===== src/rtl/arb_rr_hold_pkg.sv =====
// Shared types and the round-robin selection helper for the hold-until-done arbiter.
// Supports up to ARB_N_MAX requesters.
package arb_pkg;

  typedef enum logic {IDLE, BUSY} state_t;

  localparam int unsigned ARB_N_MAX = 32;
  localparam int unsigned ARB_IDX_W = $clog2(ARB_N_MAX);

  typedef struct packed {
    logic        vld;
    logic [31:0] idx;
  } pick_t;

  function automatic int unsigned idx_w(input int unsigned n);
    return (n > 1) ? $clog2(n) : 1;
  endfunction

  // Rotate so that ptr sits at bit 0, take the lowest set bit, then undo the rotation.
  function automatic pick_t rr_pick(input logic [ARB_N_MAX-1:0] req,
                                    input int unsigned ptr,
                                    input int unsigned n);
    logic [ARB_N_MAX-1:0] mask;
    logic [ARB_N_MAX-1:0] rot;
    pick_t                p;
    mask = '1 >> (ARB_N_MAX - n);
    rot  = ((req >> ptr) | (req << (n - ptr))) & mask;
    p    = '0;
    for (int unsigned i = 0; i < ARB_N_MAX; i++) begin
      if (!p.vld && rot[ARB_IDX_W'(i)]) begin
        p.vld = 1'b1;
        p.idx = (i + ptr) % n;
      end
    end
    return p;
  endfunction

endpackage


===== src/rtl/arb_rr_hold_if.sv =====
// Request/grant bundle between the requesters (master) and the arbiter (slave).
interface arb_rr_hold_if
  import arb_pkg::*;
#(
  parameter int unsigned N = 4
);
  localparam int unsigned IW = idx_w(N);

  logic [N-1:0]  i_req;
  logic          i_done;
  logic          o_gnt_vld;
  logic [IW-1:0] o_gnt_idx;
  logic [N-1:0]  o_gnt;
  logic          o_timeout;

  modport master (
    output i_req, i_done,
    input  o_gnt_vld, o_gnt_idx, o_gnt, o_timeout
  );

  modport slave (
    input  i_req, i_done,
    output o_gnt_vld, o_gnt_idx, o_gnt, o_timeout
  );
endinterface


===== src/rtl/arb_rr_hold_dec.sv =====
// Binary index to one-hot decoder; indices >= N decode to all-zero.
module arb_rr_hold_dec #(
  parameter int unsigned N  = 4,
  parameter int unsigned IW = 2
) (
  input  logic [IW-1:0] i_idx,
  output logic [N-1:0]  o_onehot
);
  always_comb begin
    o_onehot = {{(N-1){1'b0}}, 1'b1} << i_idx;
  end
endmodule


===== src/rtl/arb_rr_hold.sv =====
// Round-robin arbiter whose grant is held until the owner signals done or the
// optional watchdog expires; release re-arbitrates in the same cycle.
module arb_rr_hold
  import arb_pkg::*;
#(
  parameter int unsigned N       = 4,
  parameter int unsigned TIMEOUT = 0
) (
  input  logic         clk,
  input  logic         rst,
  arb_rr_hold_if.slave bus
);
  localparam int unsigned IW = idx_w(N);

  state_t        r_state;
  logic [IW-1:0] r_ptr;
  logic [IW-1:0] r_idx;
  logic          r_vld;
  logic [N-1:0]  r_gnt;
  logic          r_timeout;

  logic          w_wd_fire;
  logic          w_release;
  logic          w_grant;
  logic [IW-1:0] w_ptr_adv;
  logic [IW-1:0] w_arb_ptr;
  logic [IW-1:0] w_nxt_idx;
  logic [N-1:0]  w_nxt_gnt;
  pick_t         w_pick;

  // On release the search starts just past the current owner, so it ranks last.
  always_comb begin
    w_ptr_adv = (r_idx == IW'(N - 1)) ? '0 : r_idx + IW'(1);
    w_release = (r_state == BUSY) && (bus.i_done || w_wd_fire);
    w_arb_ptr = (r_state == BUSY) ? w_ptr_adv : r_ptr;
    w_pick    = rr_pick(ARB_N_MAX'(bus.i_req), 32'(w_arb_ptr), N);
    w_nxt_idx = IW'(w_pick.idx);
    w_grant   = w_pick.vld && ((r_state == IDLE) || w_release);
  end

  arb_rr_hold_dec #(
    .N  (N),
    .IW (IW)
  ) u_dec (
    .i_idx    (w_nxt_idx),
    .o_onehot (w_nxt_gnt)
  );

  always_ff @(posedge clk) begin
    if (rst) begin
      r_state   <= IDLE;
      r_ptr     <= '0;
      r_idx     <= '0;
      r_vld     <= 1'b0;
      r_gnt     <= '0;
      r_timeout <= 1'b0;
    end else begin
      r_timeout <= 1'b0;
      case (r_state)
        IDLE: begin
          if (w_grant) begin
            r_state <= BUSY;
            r_idx   <= w_nxt_idx;
            r_vld   <= 1'b1;
            r_gnt   <= w_nxt_gnt;
          end
        end
        BUSY: begin
          if (w_release) begin
            r_ptr     <= w_ptr_adv;
            r_timeout <= w_wd_fire;
            if (w_grant) begin
              r_idx <= w_nxt_idx;
              r_vld <= 1'b1;
              r_gnt <= w_nxt_gnt;
            end else begin
              r_state <= IDLE;
              r_vld   <= 1'b0;
              r_gnt   <= '0;
            end
          end
        end
        default: r_state <= IDLE;
      endcase
    end
  end

  // Watchdog: i_done has priority, so the fire condition excludes it.
  if (TIMEOUT > 0) begin : g_wd
    localparam int unsigned CW = $clog2(TIMEOUT + 1);
    logic [CW-1:0] r_wd_cnt;

    always_ff @(posedge clk) begin
      if (rst) begin
        r_wd_cnt <= '0;
      end else if (w_grant) begin
        r_wd_cnt <= '0;
      end else if ((r_state == BUSY) && !bus.i_done) begin
        r_wd_cnt <= r_wd_cnt + CW'(1);
      end
    end

    assign w_wd_fire = (r_state == BUSY) && !bus.i_done && (r_wd_cnt == CW'(TIMEOUT - 1));
  end else begin : g_no_wd
    assign w_wd_fire = 1'b0;
  end

  assign bus.o_gnt_vld = r_vld;
  assign bus.o_gnt_idx = r_idx;
  assign bus.o_gnt     = r_gnt;
  assign bus.o_timeout = r_timeout;

endmodule

===== src/flat_wrapper.sv =====
// flat-port wrapper written by rule: the top's interface ports become plain ports
module arb_rr_hold_flat import arb_pkg::*;
#(
  parameter int unsigned N       = 4,
  parameter int unsigned TIMEOUT = 0
)
  (clk, rst, bus_i_req, bus_i_done, bus_o_gnt_vld, bus_o_gnt_idx, bus_o_gnt, bus_o_timeout);
  arb_rr_hold_if #(.N(N)) bus_i ();
  input  logic clk;
  input  logic rst;
  input wire logic [$bits(bus_i.i_req)-1:0] bus_i_req;
  input wire logic [$bits(bus_i.i_done)-1:0] bus_i_done;
  output wire logic [$bits(bus_i.o_gnt_vld)-1:0] bus_o_gnt_vld;
  output wire logic [$bits(bus_i.o_gnt_idx)-1:0] bus_o_gnt_idx;
  output wire logic [$bits(bus_i.o_gnt)-1:0] bus_o_gnt;
  output wire logic [$bits(bus_i.o_timeout)-1:0] bus_o_timeout;
  assign bus_i.i_req = bus_i_req;
  assign bus_i.i_done = bus_i_done;
  assign bus_o_gnt_vld = bus_i.o_gnt_vld;
  assign bus_o_gnt_idx = bus_i.o_gnt_idx;
  assign bus_o_gnt = bus_i.o_gnt;
  assign bus_o_timeout = bus_i.o_timeout;
  arb_rr_hold #(.N(N), .TIMEOUT(TIMEOUT)) u_core (.clk(clk), .rst(rst), .bus(bus_i));
endmodule

===== config.mk =====
export PLATFORM = sky130hd
export DESIGN_NAME = arb_rr_hold_flat
export DESIGN_NICKNAME = d
export VERILOG_FILES = /design/src/rtl/arb_rr_hold_pkg.sv /design/src/rtl/arb_rr_hold_if.sv /design/src/rtl/arb_rr_hold_dec.sv /design/src/rtl/arb_rr_hold.sv /design/src/flat_wrapper.sv
export SDC_FILE = /design/constraint.sdc
export NUM_CORES = 1
export LEC_CHECK = 0
export BUFFER_PORTS_ARGS = -buffer_cell sky130_fd_sc_hd__buf_2
export CAP_MARGIN = 20
export CORE_MARGIN = 2
export CORE_UTILIZATION = 51
export CTS_CLUSTER_SIZE = 12
export DETAILED_ROUTE_END_ITERATION = 7
export GPL_TIMING_DRIVEN = 0
export PLACE_DENSITY = 0.78
export SYNTH_ARGS = -nofsm -noshare
export SYNTH_HDL_FRONTEND = slang
export SYNTH_HIERARCHICAL = 1
export SYNTH_SLANG_ARGS = --single-unit

===== constraint.sdc =====
create_clock -name clk -period 5 [get_ports clk]
set_clock_uncertainty 0.2 [all_clocks]
set_input_delay 0.75 -clock clk [delete_from_list [all_inputs] [get_ports clk]]
set_output_delay 0.75 -clock clk [all_outputs]
set_load 0.02 [all_outputs]

==> results of run 1 <==
[cell families (layout without fill, tap and decap cells)]
group | after synthesis | count (layout) | share of synthesized area
and+or+nand+nor | 45 | 45 | 0.312
muxes | 4 | 4 | 0.0614
buffers and inverters | 11 | 27 | 0.0695
DFF | 10 | 10 | 0.258
adders and majority gates | 2 | 2 | 0.0323
other | 1 | 1 | 0.00484
AOI/OAI and AO/OA | 32 | 32 | 0.262
[synthesized netlist by cell type, drive strengths merged]
| cell type | instances |
|---|---|
| nor3b | 1 |
| clkbuf | 2 |
| or3b | 1 |
| buf | 4 |
| and2 | 1 |
| a21oi | 14 |
| a222oi | 1 |
| inv | 5 |
| o21bai | 1 |
| nand4 | 1 |
| and2b | 2 |
| o21ai | 5 |
| mux2i | 1 |
| a22oi | 1 |
| a311oi | 1 |
| a31oi | 2 |
| nor2b | 2 |
| nor2 | 11 |
| a211oi | 3 |
| mux2 | 3 |
| conb | 1 |
| dfxtp | 10 |
| nor3 | 2 |
| nor4 | 1 |
| nand3b | 4 |
| a41oi | 1 |
| nand2 | 13 |
| a221oi | 1 |
| nand2b | 1 |
| ha | 2 |
| nand3 | 5 |
| a31o | 2 |
[critical path: cells and delay by family, from the launching register on]
kind                     cells  cell delay, ps
AND/OR/NAND/NOR              5             910
adder cells (fa/ha/maj)      2             520
flip-flops                   1             360
buffers and inverters        3             590
AO/OA/AOI/OAI                6            1290
[registers in the layout (all words and copies together) (netlist names)]
signal and count:
u_core/bus.o_gnt 4, u_core/r_state 1, u_core/bus.o_gnt_idx 2, u_core/bus.o_gnt_vld 1, u_core/r_ptr 2
[layer usage]
layer,share of wire,wire length [um],vias to the layer above,GRT usage
li1,-,-,411,-
met2,0.48,825,23,0.336
met4,0.0052,9,0,0.121
met1,0.46,800,359,0.251
met5,0,0,-,0
met3,0.050,86,2,0.0170
[path summary, 6_finish.rpt]
path / start / end / slack [ps] / cells after the start
hold reg to reg: u_core/r_ptr[1] / u_core/r_ptr[1] / 260 / 2
hold / removal: u_core/r_ptr[1] / u_core/r_ptr[1] / 260 / 2
setup / recovery: u_core/bus.o_gnt_idx[0] / u_core/bus.o_gnt[1] / 980 / 16
setup reg to reg: u_core/bus.o_gnt_idx[0] / u_core/bus.o_gnt[1] / 980 / 16
[through the flow]
step	setup slack, ps	power, mW	hold slack, ps	cell area (sq um)
3_5_place_dp	1040	0.603	250	855
5_1_grt	771	0.735	316	891
6_report	981	0.679	257	891
2_1_floorplan	1340	0.512	236	774
3_3_place_gp	1040	0.595	242	855
4_1_cts	1010	0.678	259	891
[power groups by stage]
stage                     Combinational (mW)  Clock, mW  Sequential [mW]
after floorplan                        0.363          0            0.149
after global placement                 0.470          0            0.125
after detailed placement               0.477          0            0.127
after CTS                              0.480     0.0732            0.125
after global routing                   0.532     0.0751            0.128
final                                  0.484     0.0702            0.124
[cell type report]
cell class                      instances  area, sq um  share of cell area
Multi-Input combinational cell         84          520               0.584
Buffer                                  6         35.0              0.0393
Tap cell                               16         20.0              0.0225
Clock buffer                            4         36.3              0.0407
Timing Repair Buffer                   12         60.1              0.0674
Sequential cell                        10          200               0.225
Inverter                                5         18.8              0.0211
==> results.cfg, run 1 <==
[outcome]
status = finished clean

[global_route]
grt_pass1_wl_mm = 2.88
antenna_found_initial = 0
grt-ovfl-total = 0
grt_pass1_vias = 712
track_usage = 0.202
grt_max_degree = 11

[synthesis]
yosysWarnings = 6
ys_ff_latch = 10
syn_inst = 105
synth_fp_nets = 114
synth_top_area_frac = 0.258
ys_seq_area_frac = 0.258
netlist_area_sq_um = 774
yosys.cell_types.count = 38
synth.avg_cell_area_sq_um = 7.38
yosys-top-cells-area = dfxtp_1, a21oi_1, nand2_1
yosys.area.top_type = dfxtp_1

[sta]
final.min_clock_period_ps = 4020
final.setup.tns_ps = 0
drv_slew = 0
fmax_mhz = 249
period_share = 0.804
hold_violations = 0
setup_viol = 0
rsz0062_at_grt = no

[cts]
cts_buffers = 3
cts-root-buf = clkbuf_4
cts_sinks = 10
clk_latency_ps = 260
cts_tree = done
postCtsSetupBuffers = 0
h-tree-depth = 1
cts_hold_buf = 0
clk_path_buf_depth = 2
clkSlewWorstSetupHoldPaths_ps = 60
cts_resized = 0

[place]
dp_cells = 133
gp_congestion = 0.924
dp_hpwl_mm = 1.30
io_buffer_count = 12

[setup_path]
worstSetupStartpointType = flop
crit_arrival_ps = 3950
slowest_stage = dfxtp_1
critPathCaptureType = flop
path_class = flop to flop
cpPeakStageDelay_ps = 360
critPathRequiredTime_ps = 4930
critical_path_peak_fanout = 9
crit_chain = ha_1, or3b_1, buf_2, nand2_1, inv_1, ha_1, clkbuf_1, nor2_1, a222oi_1, a31oi_1, o21bai_1, a211oi_1, a31o_2, and2b_2, nand2_1, a21oi_1

[route]
route.vias.total = 795
wl_mm = 1.72
drc = 0
initialDrtViolationCount = 21
ant_nets = 0
first_pass_iters = 4
viasPerCell = 5.80
wl_per_cell_um = 12.6

[layout]
nets = 131
fin_cells = 137
fin_util = 0.605
diodes = 0
area_delta_synth_final_pct = 15.0
layout-drive-gt1-share = 0.231
fill_cells = 137
mostFrequentLayoutCells = buf_2, nand2_1, a21oi_1

[power]
p_int_uw = 345
vdd_drop_max_v = 0.000327
seqPwrFrac = 0.183
p_sw_uw = 334
p_clk_frac = 0.103
power.share.combinational = 0.713
power_density_mw_per_mm2 = 762
p_sw_frac = 0.492
p_leak_nw = 0.389

[floorplanning]
coreArea_sq_mm = 0.00147
die_w_um = 43.0
ios = 15
chipHeight_um = 43.0
initial_utilization = 0.526
placementRows = 14
dieArea_sq_mm = 0.00185

[worst_hold_path]
hold_class = flop to flop

[job]
maxCapViolCount = 0
Note: power is estimated with default switching activity, not from simulation.
==> run 2, diff against run 1 <==
Clock period 5 ns to 3.96 ns, I/O delays scaled along.
==> results.cfg, run 2 (synthesized netlist as in run 1, its figures left out) <==
[cts]
cts-root-buf = clkbuf_4
cts_hold_buf = 0
cts_sinks = 10
postCtsSetupBuffers = 0
clkSlewWorstSetupHoldPaths_ps = 60
cts_tree = done
cts_buffers = 3
clk_path_buf_depth = 2
clk_latency_ps = 260
h-tree-depth = 1

[place]
io_buffer_count = 12
dp_cells = 133
gp_congestion = 0.924
dp_hpwl_mm = 1.30
place_ws_ps = -1.28

[sta]
worst_hold_slack_ps = 257
rsz0062_at_grt = no
period_share = 0.941
hold_violations = 0
setup_viol = 0
worst_slack_ps = 232
drv_slew = 0
final.min_clock_period_ps = 3730
fmax_mhz = 268

[route]
drc = 0
wl_mm = 1.74
viasPerCell = 5.86
route.vias.total = 797
wl_per_cell_um = 12.8
first_pass_iters = 4
initialDrtViolationCount = 21
ant_nets = 0

[setup_path]
crit_arrival_ps = 3660
regToRegStartpoint = u_core/bus.o_gnt_idx[0]
r2r-end = u_core/bus.o_gnt[1]
reg2reg_depth = 15
path_class = flop to flop
worstSetupStartpointType = flop
reg2reg_slack_ps = 230
critical_path_peak_fanout = 9
critPathRequiredTime_ps = 3890
critPathCaptureType = flop

[layout]
largest_reg_flops = 4
nets = 130
layout-drive-gt1-share = 0.242
area_delta_synth_final_pct = 16.2
mostFrequentLayoutCells = buf_2, nand2_1, a21oi_1
diodes = 0
fin_cells = 136

[floorplanning]
initial_utilization = 0.526
die_w_um = 43.0
dieArea_sq_mm = 0.00185
ios = 15
coreArea_sq_mm = 0.00147
placementRows = 14
chipHeight_um = 43.0

[outcome]
status = finished clean

[power]
p_leak_nw = 0.388
vdd_drop_max_v = 0.000414
power_uw = 881
power_density_mw_per_mm2 = 980

[global_route]
grt_pass1_wl_mm = 2.88
antenna_found_initial = 0
track_usage = 0.202
grt_pass1_vias = 712
grt_max_degree = 11
grt-ovfl-total = 0

[job]
maxCapViolCount = 0

[worst_hold_path]
hold_depth = 2
hold_class = flop to flop
holdPathEnd = u_core/r_ptr[1]
hp-start = u_core/r_ptr[1]
-- run 2: cell types whose count changed in the layout (fill, tap and decap cells not counted) --
| cell | previous run | this run |
|---|---|---|
| ha_1 | 2 | 1 |
| ha_4 | 0 | 1 |
| clkbuf_1 | 2 | 1 |
-- run 2: area by class of cell --
type	instances	area (sq um)
fillers	136	572
multi-input cells	84	533
flip-flops and latches	10	200
repair buffers	12	60.1
clock buffers	4	36.3
plain buffers	5	31.3
well taps	16	20.0
inverters	5	18.8
-- run 2: power by group --
part / switching, mW / internal, mW / total [mW]
logic: 0.370 / 0.266 / 0.636
registers: 0.0230 / 0.134 / 0.157
clock network: 0.0329 / 0.0557 / 0.0886
total: 0.426 / 0.455 / 0.881
-- run 2: per-stage QoR --
stage / setup TNS [ps] / util / area (sq um)
after floorplan: 0 / - / 774
after global placement: -2.13 / 0.581 / 855
after detailed placement: -1.28 / 0.581 / 855
after CTS: 0 / 0.603 / 887
after global routing: 0 / 0.611 / 900
final: 0 / 0.611 / 900
-- run 2: timing repair --
item / CTS / global route
gates resized for setup: 0 / 2
pin swaps: 0 / 1
cloned: 0 / 0
endpoints found under the setup margin: 1 / 3
-- run 2: critical path, stage by stage (launching register included) --
cell and delay, ps:
dfxtp_1 360, ha_1 240, or3b_1 340, buf_2 170
nand2_1 130, inv_1 140, ha_4 340, nor2_1 100
a222oi_1 370, a31oi_1 160, o21bai_1 210, a211oi_1 320
a31o_2 200, and2b_2 210, nand2_1 50, a21oi_1 50
-- run 2: how the worst max path moves through the flow --
stage	start	endpoint	depth (start not counted)
3_3_place_gp	u_core/bus.o_gnt_idx[0]	u_core/bus.o_gnt[1]	16
2_1_floorplan	u_core/bus.o_gnt_idx[0]	u_core/bus.o_gnt[1]	16
5_1_grt	u_core/bus.o_gnt_idx[0]	u_core/bus.o_gnt[1]	15
3_5_place_dp	u_core/bus.o_gnt_idx[0]	u_core/bus.o_gnt[1]	16
6_report	u_core/bus.o_gnt_idx[0]	u_core/bus.o_gnt[1]	15
4_1_cts	u_core/bus.o_gnt_idx[0]	u_core/bus.o_gnt[1]	15
-- run 2: routing by layer --
layer / vias up / routed length [um] / global-route usage
met1: 361 / 806 / 0.248
met5: - / 0 / 0
met2: 24 / 837 / 0.339
met3: 2 / 86 / 0.0170
li1: 410 / - / -
met4: 0 / 13 / 0.121
==> run 3, diff against run 2 <==
Settings changed: ABC_AREA set to 1, PLACE_DENSITY 0.78 to 0.77.
==> results.cfg, run 3 <==
[sta]
final.min_clock_period_ps = 3030
drv_slew = 0
setup_viol = 0
hold_violations = 0
rsz0062_at_grt = no
final.setup.tns_ps = 0
fmax_mhz = 330
period_share = 0.766

[worst_hold_path]
hold_class = flop to flop
hold_depth = 2

[setup_path]
reg2reg_depth = 16
critPathTopFamily = simple AND/OR/NAND/NOR gates
cpPeakStageDelay_ps = 360
crit_cells = 16
crit_top_cell = nand3_1
worstSetupStartpointType = flop
critical_path_peak_fanout = 9
path_class = flop to flop
critPathCaptureType = flop
crit_chain = ha_1, nor2_2, nand2_4, nand2_8, inv_1, ha_1, nor2_1, nand3_1, nand3_1, inv_2, o21ai_0, and2_1, inv_1, nor2_1, nand3_1, a21oi_1
crit_arrival_ps = 3030
critPathRequiredTime_ps = 3960
worst-path-buf-inv = 3
slowest_stage = ha_1

[synthesis]
yosys.cell_types.count = 25
synth_fp_nets = 136
synth_edf_count = 0
ys_top_cells_by_count = nand3_1, inv_1, nand2_1
yosys-top-cells-area = dfxtp_1, nand3_1, inv_1
synth_ff_type = dfxtp_1
ys_ff_latch = 10
synthArstFlopShare = 0
ys_seq_area_frac = 0.228
netlist_area_sq_um = 878
synth.avg_cell_area_sq_um = 6.92
yosysWarnings = 6
yosys.area.top_type = dfxtp_1
synth_top_area_frac = 0.228
syn_inst = 127
yosysMostFrequentCell = nand3_1

[cts]
clk_path_buf_depth = 2
cts-root-buf = clkbuf_4
cts_tree = done
cts_hold_buf = 0
postCtsSetupBuffers = 0
cts_resized = 0
clk_latency_ps = 260
clkSlewWorstSetupHoldPaths_ps = 60
h-tree-depth = 1
cts_buffers = 3
cts_sinks = 10

[layout]
fin_cells = 160
seq_area_sq_um = 200
final_common_cell = nand3_1
fill_cells = 160
area_delta_synth_final_pct = 13.8
diodes = 0
fin_util = 0.641
largest_reg_flops = 4
layout-drive-gt1-share = 0.285
multi_input_area_sq_um = 574
mostFrequentLayoutCells = nand3_1, inv_1, nand2_1
nets = 154

[global_route]
antenna_found_initial = 0
grt_pass1_vias = 755
grt_pass1_wl_mm = 2.82
grt_max_degree = 10
track_usage = 0.186
grt-ovfl-total = 0

[floorplanning]
placementRows = 14
initial_utilization = 0.563
ios = 15
coreArea_sq_mm = 0.00156
dieArea_sq_mm = 0.00207
die_w_um = 45.5
chipHeight_um = 45.5

[power]
power_density_mw_per_mm2 = 844
vdd_drop_max_v = 0.000418
p_sw_frac = 0.530
p_sw_uw = 447
seqPwrFrac = 0.181
p_int_uw = 396
p_clk_frac = 0.107
power.share.combinational = 0.711
p_leak_nw = 0.520
power_uw = 843

[route]
ant_nets = 0
wl_per_cell_um = 10.2
drc = 0
initialDrtViolationCount = 18
wl_mm = 1.64
first_pass_iters = 4
route.vias.total = 844
viasPerCell = 5.28

[job]
maxCapViolCount = 0

[place]
gp_congestion = 0.853
io_buffer_count = 13
dp_hpwl_mm = 1.34
dp_cells = 156

[outcome]
status = finished clean
-- run 3: worst reg2reg max path, cell delays in order, from the launching register on --
cell and delay [ps]:
dfxtp_1 350, ha_1 230, nor2_2 150, nand2_4 110
nand2_8 100, inv_1 60, ha_1 360, nor2_1 300
nand3_1 120, nand3_1 140, inv_2 80, o21ai_0 200
and2_1 220, inv_1 50, nor2_1 80, nand3_1 80
a21oi_1 140
-- run 3: final timing paths --
check	start	to	slack (ps)
setup / recovery	u_core/bus.o_gnt_idx[0]	u_core/bus.o_gnt[1]	930
hold / removal	u_core/bus.o_gnt_vld	u_core/bus.o_gnt_vld	280
setup reg to reg	u_core/bus.o_gnt_idx[0]	u_core/bus.o_gnt[1]	930
hold reg to reg	u_core/bus.o_gnt_vld	u_core/bus.o_gnt_vld	280
-- run 3: metrics by stage --
stage	worst slack, ps	hold WS (ps)	instance area [sq um]
after CTS	926	283	1000
after floorplan	1140	272	878
after global routing	662	302	1000
after global placement	968	254	963
after detailed placement	949	264	963
final	928	277	1000
-- run 3: final cells by class --
cell class / count / area share
multi-input cells: 93 / 0.574
flip-flops and latches: 10 / 0.200
inverters: 22 / 0.0851
repair buffers: 13 / 0.0651
clock buffers: 4 / 0.0363
well taps: 16 / 0.0200
plain buffers: 2 / 0.0188
-- run 3: logic make-up (layout without fill, tap and decap cells) --
family,Yosys count,after routing,share of synthesized area
and+or+nand+nor,74,74,0.517
adders and majority gates,2,2,0.0285
DFF,10,10,0.228
AOI/OAI and AO/OA,16,16,0.104
other,1,1,0.00427
buffers and inverters,24,41,0.118
-- run 3: metal layers --
| layer | track usage | vias up | share of wire |
|---|---|---|---|
| met2 | 0.313 | 25 | 0.46 |
| met5 | 0 | - | 0 |
| li1 | - | 447 | - |
| met4 | 0.0706 | 0 | 0.0073 |
| met3 | 0.0595 | 2 | 0.073 |
| met1 | 0.217 | 370 | 0.46 |
-- run 3: power groups by stage --
stage          registers [mW]  clock network [mW]  logic (mW)
4_1_cts                 0.153              0.0952       0.600
3_3_place_gp            0.154                   0       0.589
6_report                0.153              0.0906       0.600
2_1_floorplan           0.183                   0       0.468
5_1_grt                 0.157              0.0986       0.677
3_5_place_dp            0.155                   0       0.598
